<file path="config.mk">
export PLATFORM = sky130hd
export DESIGN_NAME = lockstep_tcdm_responder
export DESIGN_NICKNAME = d
export VERILOG_FILES = /design/src/rtl/lockstep_resp_pkg.sv /design/src/rtl/lockstep_rr_arb2.sv /design/src/rtl/lockstep_tcdm_responder.sv
export SDC_FILE = /design/constraint.sdc
export NUM_CORES = 1
export LEC_CHECK = 0
export CAP_MARGIN = 20
export CORE_AREA = 10 10 105 107
export DETAILED_ROUTE_END_ITERATION = 16
export DIE_AREA = 0 0 115 117
export MAX_ROUTING_LAYER = met4
export PLACE_DENSITY = 0.78
export SYNTH_ARGS = -nofsm -noshare
export SYNTH_HDL_FRONTEND = slang
export SYNTH_SLANG_ARGS = --single-unit
</file>
<file path="constraint.sdc">
create_clock -name clk_i -period 3.8 [get_ports clk_i]
set_input_delay 0.76 -clock clk_i [delete_from_list [all_inputs] [get_ports clk_i]]
set_output_delay 0.76 -clock clk_i [all_outputs]
set_load 0.1 [all_outputs]
</file>
<file path="src/rtl/lockstep_resp_pkg.sv">
// Shared types and default widths for the lockstep TCDM responder.
package lockstep_resp_pkg;

    localparam int unsigned DEF_ADDR_WIDTH     = 32;
    localparam int unsigned DEF_DATA_WIDTH     = 32;
    localparam int unsigned DEF_MEM_ADDR_WIDTH = 10;
    localparam int unsigned DEF_TIMEOUT_CYCLES = 16;

    // Round-robin pointer value: which port wins the next contended cycle.
    typedef enum logic {
        PORT_A = 1'b0,
        PORT_B = 1'b1
    } port_sel_e;

    // One-hot response destination; both bits set for a joined lockstep access.
    typedef struct packed {
        logic b;
        logic a;
    } resp_dest_t;

    // The port that did not win; the pointer moves here after contention.
    function automatic port_sel_e other_port(input port_sel_e p);
        return (p == PORT_A) ? PORT_B : PORT_A;
    endfunction

endpackage

</file>
<file path="src/rtl/lockstep_rr_arb2.sv">
// Two-input round-robin arbiter with a lockstep join mode.
// In join mode both ports are granted together only when both request.
module lockstep_rr_arb2
    import lockstep_resp_pkg::*;
(
    input  logic       clk_i,
    input  logic       rst_ni,
    input  logic       req_a_i,
    input  logic       req_b_i,
    input  logic       join_i,
    output logic [1:0] gnt_o,
    output logic       ptr_next_o
);

    port_sel_e ptr_q;
    port_sel_e ptr_d;

    // Grant decision; the pointer only moves on independent-mode contention.
    always_comb begin
        gnt_o = 2'b00;
        ptr_d = ptr_q;
        if (join_i) begin
            if (req_a_i && req_b_i) begin
                gnt_o = 2'b11;
            end
        end else if (req_a_i && req_b_i) begin
            gnt_o = (ptr_q == PORT_A) ? 2'b01 : 2'b10;
            ptr_d = other_port(ptr_q);
        end else begin
            gnt_o = {req_b_i, req_a_i};
        end
    end

    assign ptr_next_o = ptr_d;

    // Pointer register, starts at port A.
    always_ff @(posedge clk_i or negedge rst_ni) begin
        if (!rst_ni) begin
            ptr_q <= PORT_A;
        end else begin
            ptr_q <= ptr_d;
        end
    end

endmodule

</file>
<file path="src/rtl/lockstep_tcdm_responder.sv">
// TCDM bank responder serving two master ports, either round-robin
// (independent) or joined into a single compared access (lockstep).
// Optional join timeout counter: define LOCKSTEP_RESP_TIMEOUT_EN.
module lockstep_tcdm_responder
    import lockstep_resp_pkg::*;
#(
    parameter int unsigned ADDR_WIDTH     = DEF_ADDR_WIDTH,
    parameter int unsigned DATA_WIDTH     = DEF_DATA_WIDTH,
    parameter int unsigned MEM_ADDR_WIDTH = DEF_MEM_ADDR_WIDTH,
    parameter int unsigned TIMEOUT_CYCLES = DEF_TIMEOUT_CYCLES,
    localparam int unsigned BE_WIDTH      = DATA_WIDTH / 8
) (
    input  logic                      clk_i,
    input  logic                      rst_ni,
    input  logic                      lockstep_mode,

    input  logic                      req_a_i,
    input  logic [ADDR_WIDTH-1:0]     add_a_i,
    input  logic                      wen_a_i,
    input  logic [DATA_WIDTH-1:0]     wdata_a_i,
    input  logic [BE_WIDTH-1:0]       be_a_i,
    output logic                      gnt_a_o,
    output logic                      r_valid_a_o,
    output logic [DATA_WIDTH-1:0]     r_rdata_a_o,

    input  logic                      req_b_i,
    input  logic [ADDR_WIDTH-1:0]     add_b_i,
    input  logic                      wen_b_i,
    input  logic [DATA_WIDTH-1:0]     wdata_b_i,
    input  logic [BE_WIDTH-1:0]       be_b_i,
    output logic                      gnt_b_o,
    output logic                      r_valid_b_o,
    output logic [DATA_WIDTH-1:0]     r_rdata_b_o,

    output logic                      mem_req_o,
    output logic                      mem_we_o,
    output logic [MEM_ADDR_WIDTH-1:0] mem_addr_o,
    output logic [DATA_WIDTH-1:0]     mem_wdata_o,
    output logic [BE_WIDTH-1:0]       mem_be_o,
    input  logic [DATA_WIDTH-1:0]     mem_rdata_i,

    input  logic                      err_clear_i,
    output logic                      mismatch_o,
    output logic                      timeout_o
);

    logic [1:0] gnt;
    logic       arb_ptr_next_unused;
    logic       sel_b;
    logic       fields_differ;
    logic       mismatch_evt;
    logic       mismatch_q;
    logic       resp_valid_q;
    resp_dest_t resp_dest_q;

    lockstep_rr_arb2 u_arb (
        .clk_i      (clk_i),
        .rst_ni     (rst_ni),
        .req_a_i    (req_a_i),
        .req_b_i    (req_b_i),
        .join_i     (lockstep_mode),
        .gnt_o      (gnt),
        .ptr_next_o (arb_ptr_next_unused)
    );

    assign gnt_a_o   = gnt[0];
    assign gnt_b_o   = gnt[1];
    assign mem_req_o = gnt[0] | gnt[1];

    // B's fields reach the bank only when B alone is granted; lockstep uses A.
    assign sel_b       = gnt[1] & ~gnt[0];
    assign mem_addr_o  = sel_b ? add_b_i[MEM_ADDR_WIDTH+1:2] : add_a_i[MEM_ADDR_WIDTH+1:2];
    assign mem_we_o    = sel_b ? ~wen_b_i : ~wen_a_i;
    assign mem_wdata_o = sel_b ? wdata_b_i : wdata_a_i;
    assign mem_be_o    = sel_b ? be_b_i : be_a_i;

    // Lockstep field compare; write data only matters for writes.
    assign fields_differ = (add_a_i != add_b_i) | (wen_a_i != wen_b_i) | (be_a_i != be_b_i)
                         | (~wen_a_i & (wdata_a_i != wdata_b_i));
    assign mismatch_evt  = lockstep_mode & gnt[0] & gnt[1] & fields_differ;

    // Capture where the response goes; it follows the grant, not the current mode.
    always_ff @(posedge clk_i or negedge rst_ni) begin
        if (!rst_ni) begin
            resp_valid_q <= 1'b0;
            resp_dest_q  <= '0;
        end else begin
            resp_valid_q <= gnt[0] | gnt[1];
            resp_dest_q  <= '{b: gnt[1], a: gnt[0]};
        end
    end

    assign r_valid_a_o = resp_valid_q & resp_dest_q.a;
    assign r_valid_b_o = resp_valid_q & resp_dest_q.b;
    assign r_rdata_a_o = r_valid_a_o ? mem_rdata_i : '0;
    assign r_rdata_b_o = r_valid_b_o ? mem_rdata_i : '0;

    // Sticky mismatch flag; a new event outranks a simultaneous clear.
    always_ff @(posedge clk_i or negedge rst_ni) begin
        if (!rst_ni) begin
            mismatch_q <= 1'b0;
        end else begin
            mismatch_q <= mismatch_evt | (mismatch_q & ~err_clear_i);
        end
    end

    assign mismatch_o = mismatch_q;

`ifdef LOCKSTEP_RESP_TIMEOUT_EN
    localparam int unsigned CNT_WIDTH = $clog2(TIMEOUT_CYCLES + 1);

    logic [CNT_WIDTH-1:0] to_cnt_q;
    logic                 single_req;
    logic                 timeout_evt;
    logic                 timeout_q;

    assign single_req  = lockstep_mode & (req_a_i ^ req_b_i);
    assign timeout_evt = single_req & (to_cnt_q == CNT_WIDTH'(TIMEOUT_CYCLES - 1));

    // Count consecutive half-joined cycles, saturating at the limit.
    always_ff @(posedge clk_i or negedge rst_ni) begin
        if (!rst_ni) begin
            to_cnt_q <= '0;
        end else if (!single_req) begin
            to_cnt_q <= '0;
        end else if (to_cnt_q != CNT_WIDTH'(TIMEOUT_CYCLES)) begin
            to_cnt_q <= to_cnt_q + CNT_WIDTH'(1);
        end
    end

    // Sticky timeout flag; a new event outranks a simultaneous clear.
    always_ff @(posedge clk_i or negedge rst_ni) begin
        if (!rst_ni) begin
            timeout_q <= 1'b0;
        end else begin
            timeout_q <= timeout_evt | (timeout_q & ~err_clear_i);
        end
    end

    assign timeout_o = timeout_q;
`else
    // No join timeout in this build; the parameter is kept for a uniform interface.
    assign timeout_o = 1'b0 & (TIMEOUT_CYCLES == 0);
`endif

endmodule

</file>
==> results summary <==
The design internal power came out at 0.6774 mW. The number of gates resized after cts came out at 0. The total power per unit cell area came out at 311.5 nW/um^2. The sequential fraction of the synthesis area came out at 6.258%.

The clock network accounts for 5.9% of the total power. The slack of the worst reg-to-reg path came out at 3000 ps. The iteration-0 DRC count of the detailed router came out at 145. Data on the critical path is required at its endpoint by 3040 ps. In this run the post-CTS setup repair buffer count came out at 0. The total via count in the routed design is 3002. The first detailed-routing pass took 4 iterations.

The maximum net fanout on the critical path is 47. The worst slack at placement came out at 579.4 ps. The depth of the CTS H-tree is 1. Synthesis instantiated 24 different standard cells from the library. The final worst-path setup slack is 576.2 ps. The total area inside the core boundary comes to 9021 sq um. The startpoint of the worst register-to-register path is mismatch_o. The via density per instance is 4.713. The number of port buffers came out at 292. The overall die height came out at 117 um. The origin of the worst setup path is req_a_i.

After detailed routing, the total wire length is 12960 um. The worst IR drop on VDD is 0.0001686 V. The top cell types in the final layout, fill and taps aside, are sky130_fd_sc_hd__clkdlybuf4s50_1 (176), sky130_fd_sc_hd__buf_4 (70), sky130_fd_sc_hd__and3_1 (64). The highest achievable clock rate came out at 0.3102 GHz. The initial antenna violation count came to 1.

The first global-routing pass estimated 18020 um of wire. The routed wirelength normalized by instance count is 20.35 um. The area of the die came out at 13460 sq um. The switching power came out at 0.9937 mW. The count of pins on the block boundary is 294. For this run, the number of Yosys warnings is 0.

Compared with the post-synthesis result, the final layout area differs by 168.3%. The residual antenna-violating net count after detailed routing is 0. The cell at the root of the clock tree is sky130_fd_sc_hd__clkbuf_8. The via count of the first global-routing pass came out at 3294.

The number of nets in the final layout came out at 702. The maximum count of clock buffers along a single path is 2. The worst pin sits at a relative slew slack of 32.42%. The number of slew-limit violations in the final report came out at 0. The flip-flop and latch count after synthesis came out at 5. Data on the critical path arrives at its endpoint at 2460 ps. Setup repair after global routing left no endpoint under its margin. The worst setup path is of the in2out kind. The final count of hold timing violations came out at 0. The library cell used most frequently in the layout, excluding fill and tap cells, is sky130_fd_sc_hd__clkdlybuf4s50_1. The run finished with clean final reports.

The total congestion overflow is 0. The final HPWL from detailed placement is 12020 um. The most critical setup path has its endpoint at mem_wdata_o[3].

Net switching is 59.47% of the power. Per report_power, the sequential group accounts for 5.3% of the total. The average size of a mapped cell came out at 8.128 sq um. The total number of placement rows came out at 35. The ratio of cells with drive above 1 in the final layout is 32.57%.

At the pin with the least slew margin, the transition time is 1011 ps. The total CTS buffers is 3. STA classifies the critical path startpoint as a primary input.

The clock latency of the later-clocked register in the worst-skew pair came out at 220 ps. The number of nets in the synthesized netlist is 422. The fraction of the cycle the final worst path needs is 84.84%.

The number of sinks handled by clock tree synthesis came out at 5. Clock-pin slew was measured on the worst setup and hold paths at 30 ps. TritonCTS built the clock tree. The post-route worst hold slack is 569.7 ps. The area of the mapped netlist is 1999 sq um. The largest net degree at the start of global routing is 67.

The min-delay analysis places its worst path in the category reg2reg. The setup TNS after final layout came out at 0 ps. The number of cell instances on the worst register-to-register path came out at 2.

After technology mapping, the gate count stands at 246. The final RePlAce weighted congestion is 0.7923. Combinational logic burns 88.8% of the power. Once the floorplan was initialized, standard cells occupied 22.16% of the core. For this design the static power due to leakage is 2.450 nW. The post-route clock skew is 0.04172 ps. For this run, design rule violations remaining after detail routing come to 0. For this run, the total global-route usage over all layers was measured as 17.76%. The floorplan step set the die width to 115 um. The number of failing setup endpoints in the final timing report came out at 0.

The hold buffer count at CTS is 0. Counting I/O delays and the setup requirement, the final critical path takes 3224 ps. The reported max-cap violation count is 0. The worst register-to-register path ends at mismatch_o. The worst setup path is captured at an output port.
==> flip-flops by register name, summed over array words and instances (netlist names) <==
register,cells
mismatch_o,1
resp_valid_q,1
u_arb.ptr_q,1
resp_dest_q,2
==> power by group through the flow <==
stage / Sequential [mW] / Combinational (mW) / Clock [mW]
after floorplan: 0.0779 / 0.928 / 0
after global placement: 0.0883 / 1.48 / 0
after detailed placement: 0.0896 / 1.49 / 0
after CTS: 0.0888 / 1.49 / 0.101
after global routing: 0.0923 / 1.53 / 0.104
final: 0.0892 / 1.48 / 0.0980
==> layout make-up <==
cell class	instances	area, sq um
antenna	1	2.502
clock buffer	4	45.04
fill	788	3656
inverter	2	7.507
multi-input combinational	220	1798
sequential	5	125.1
tap	111	138.9
timing repair buffer	294	3248
==> critical path, stage by stage <==
cell and delay [ps]:
sky130_fd_sc_hd__clkdlybuf4s50_1 550, sky130_fd_sc_hd__inv_1 100, sky130_fd_sc_hd__o21ai_4 170, sky130_fd_sc_hd__buf_12 270, sky130_fd_sc_hd__mux2_2 400, sky130_fd_sc_hd__buf_12 170
==> cells in the mapped netlist, drive strengths merged <==
cell type | number | area (sq um)
inv | 2 | 7.510
mux2 | 46 | 518.0
nand2 | 2 | 7.510
a41o | 1 | 10.01
dfrtp | 5 | 125.1
a21oi | 2 | 10.01
clkbuf | 14 | 52.55
mux2i | 1 | 10.01
and2 | 2 | 12.51
buf | 5 | 27.53
xor2 | 35 | 306.5
nand4 | 10 | 62.56
conb | 1 | 3.750
nand3 | 2 | 10.01
and3 | 64 | 400.4
nor4 | 10 | 81.33
or4 | 1 | 7.510
nor3 | 1 | 5.000
o21ai | 3 | 15.01
nor2b | 2 | 12.51
nor2 | 2 | 7.510
xnor2 | 35 | 306.5
==> through the flow <==
stage	instance area, sq um	cells	total power [mW]	util [%]
after floorplan	1999	246	1.006	-
after global placement	5318	632	1.569	58.95
after detailed placement	5318	632	1.581	58.95
after CTS	5363	636	1.684	59.45
after global routing	5365	637	1.730	59.47
final	5365	637	1.671	59.47
==> logic make-up (layout without fill, tap and decap cells) <==
family / after synthesis / after routing / share of synthesized area [%]
AND/OR/NAND/NOR: 96 / 96 / 30.35
XOR/XNOR: 70 / 70 / 30.66
multiplexers: 47 / 47 / 26.41
buffers and inverters: 21 / 300 / 4.381
AO/OA/AOI/OAI: 6 / 6 / 1.752
flip-flops: 5 / 5 / 6.258
other: 1 / 2 / 0.1876
==> worst min-delay path by stage <==
stage                     depth (start not counted)         from           to
final                                             1  u_arb.ptr_q  u_arb.ptr_q
after global routing                              1  u_arb.ptr_q  u_arb.ptr_q
after CTS                                         1  u_arb.ptr_q  u_arb.ptr_q
after detailed placement                          1  u_arb.ptr_q  u_arb.ptr_q
after global placement                            1  u_arb.ptr_q  u_arb.ptr_q
after floorplan                                   0       rst_ni   mismatch_o
==> layer usage <==
| metal | wire (um) | part of all wire, % | global-route usage [%] | vias to the layer above |
|---|---|---|---|---|
| met5 | 0 | 0 | - | - |
| met4 | 123 | 0.95 | 3.630 | 0 |
| met3 | 2185 | 17 | 11.82 | 11 |
| met2 | 6809 | 53 | 32.32 | 185 |
| met1 | 3841 | 30 | 14.78 | 1354 |
| li1 | - | - | - | 1452 |
(Power assumes the default switching activity.)
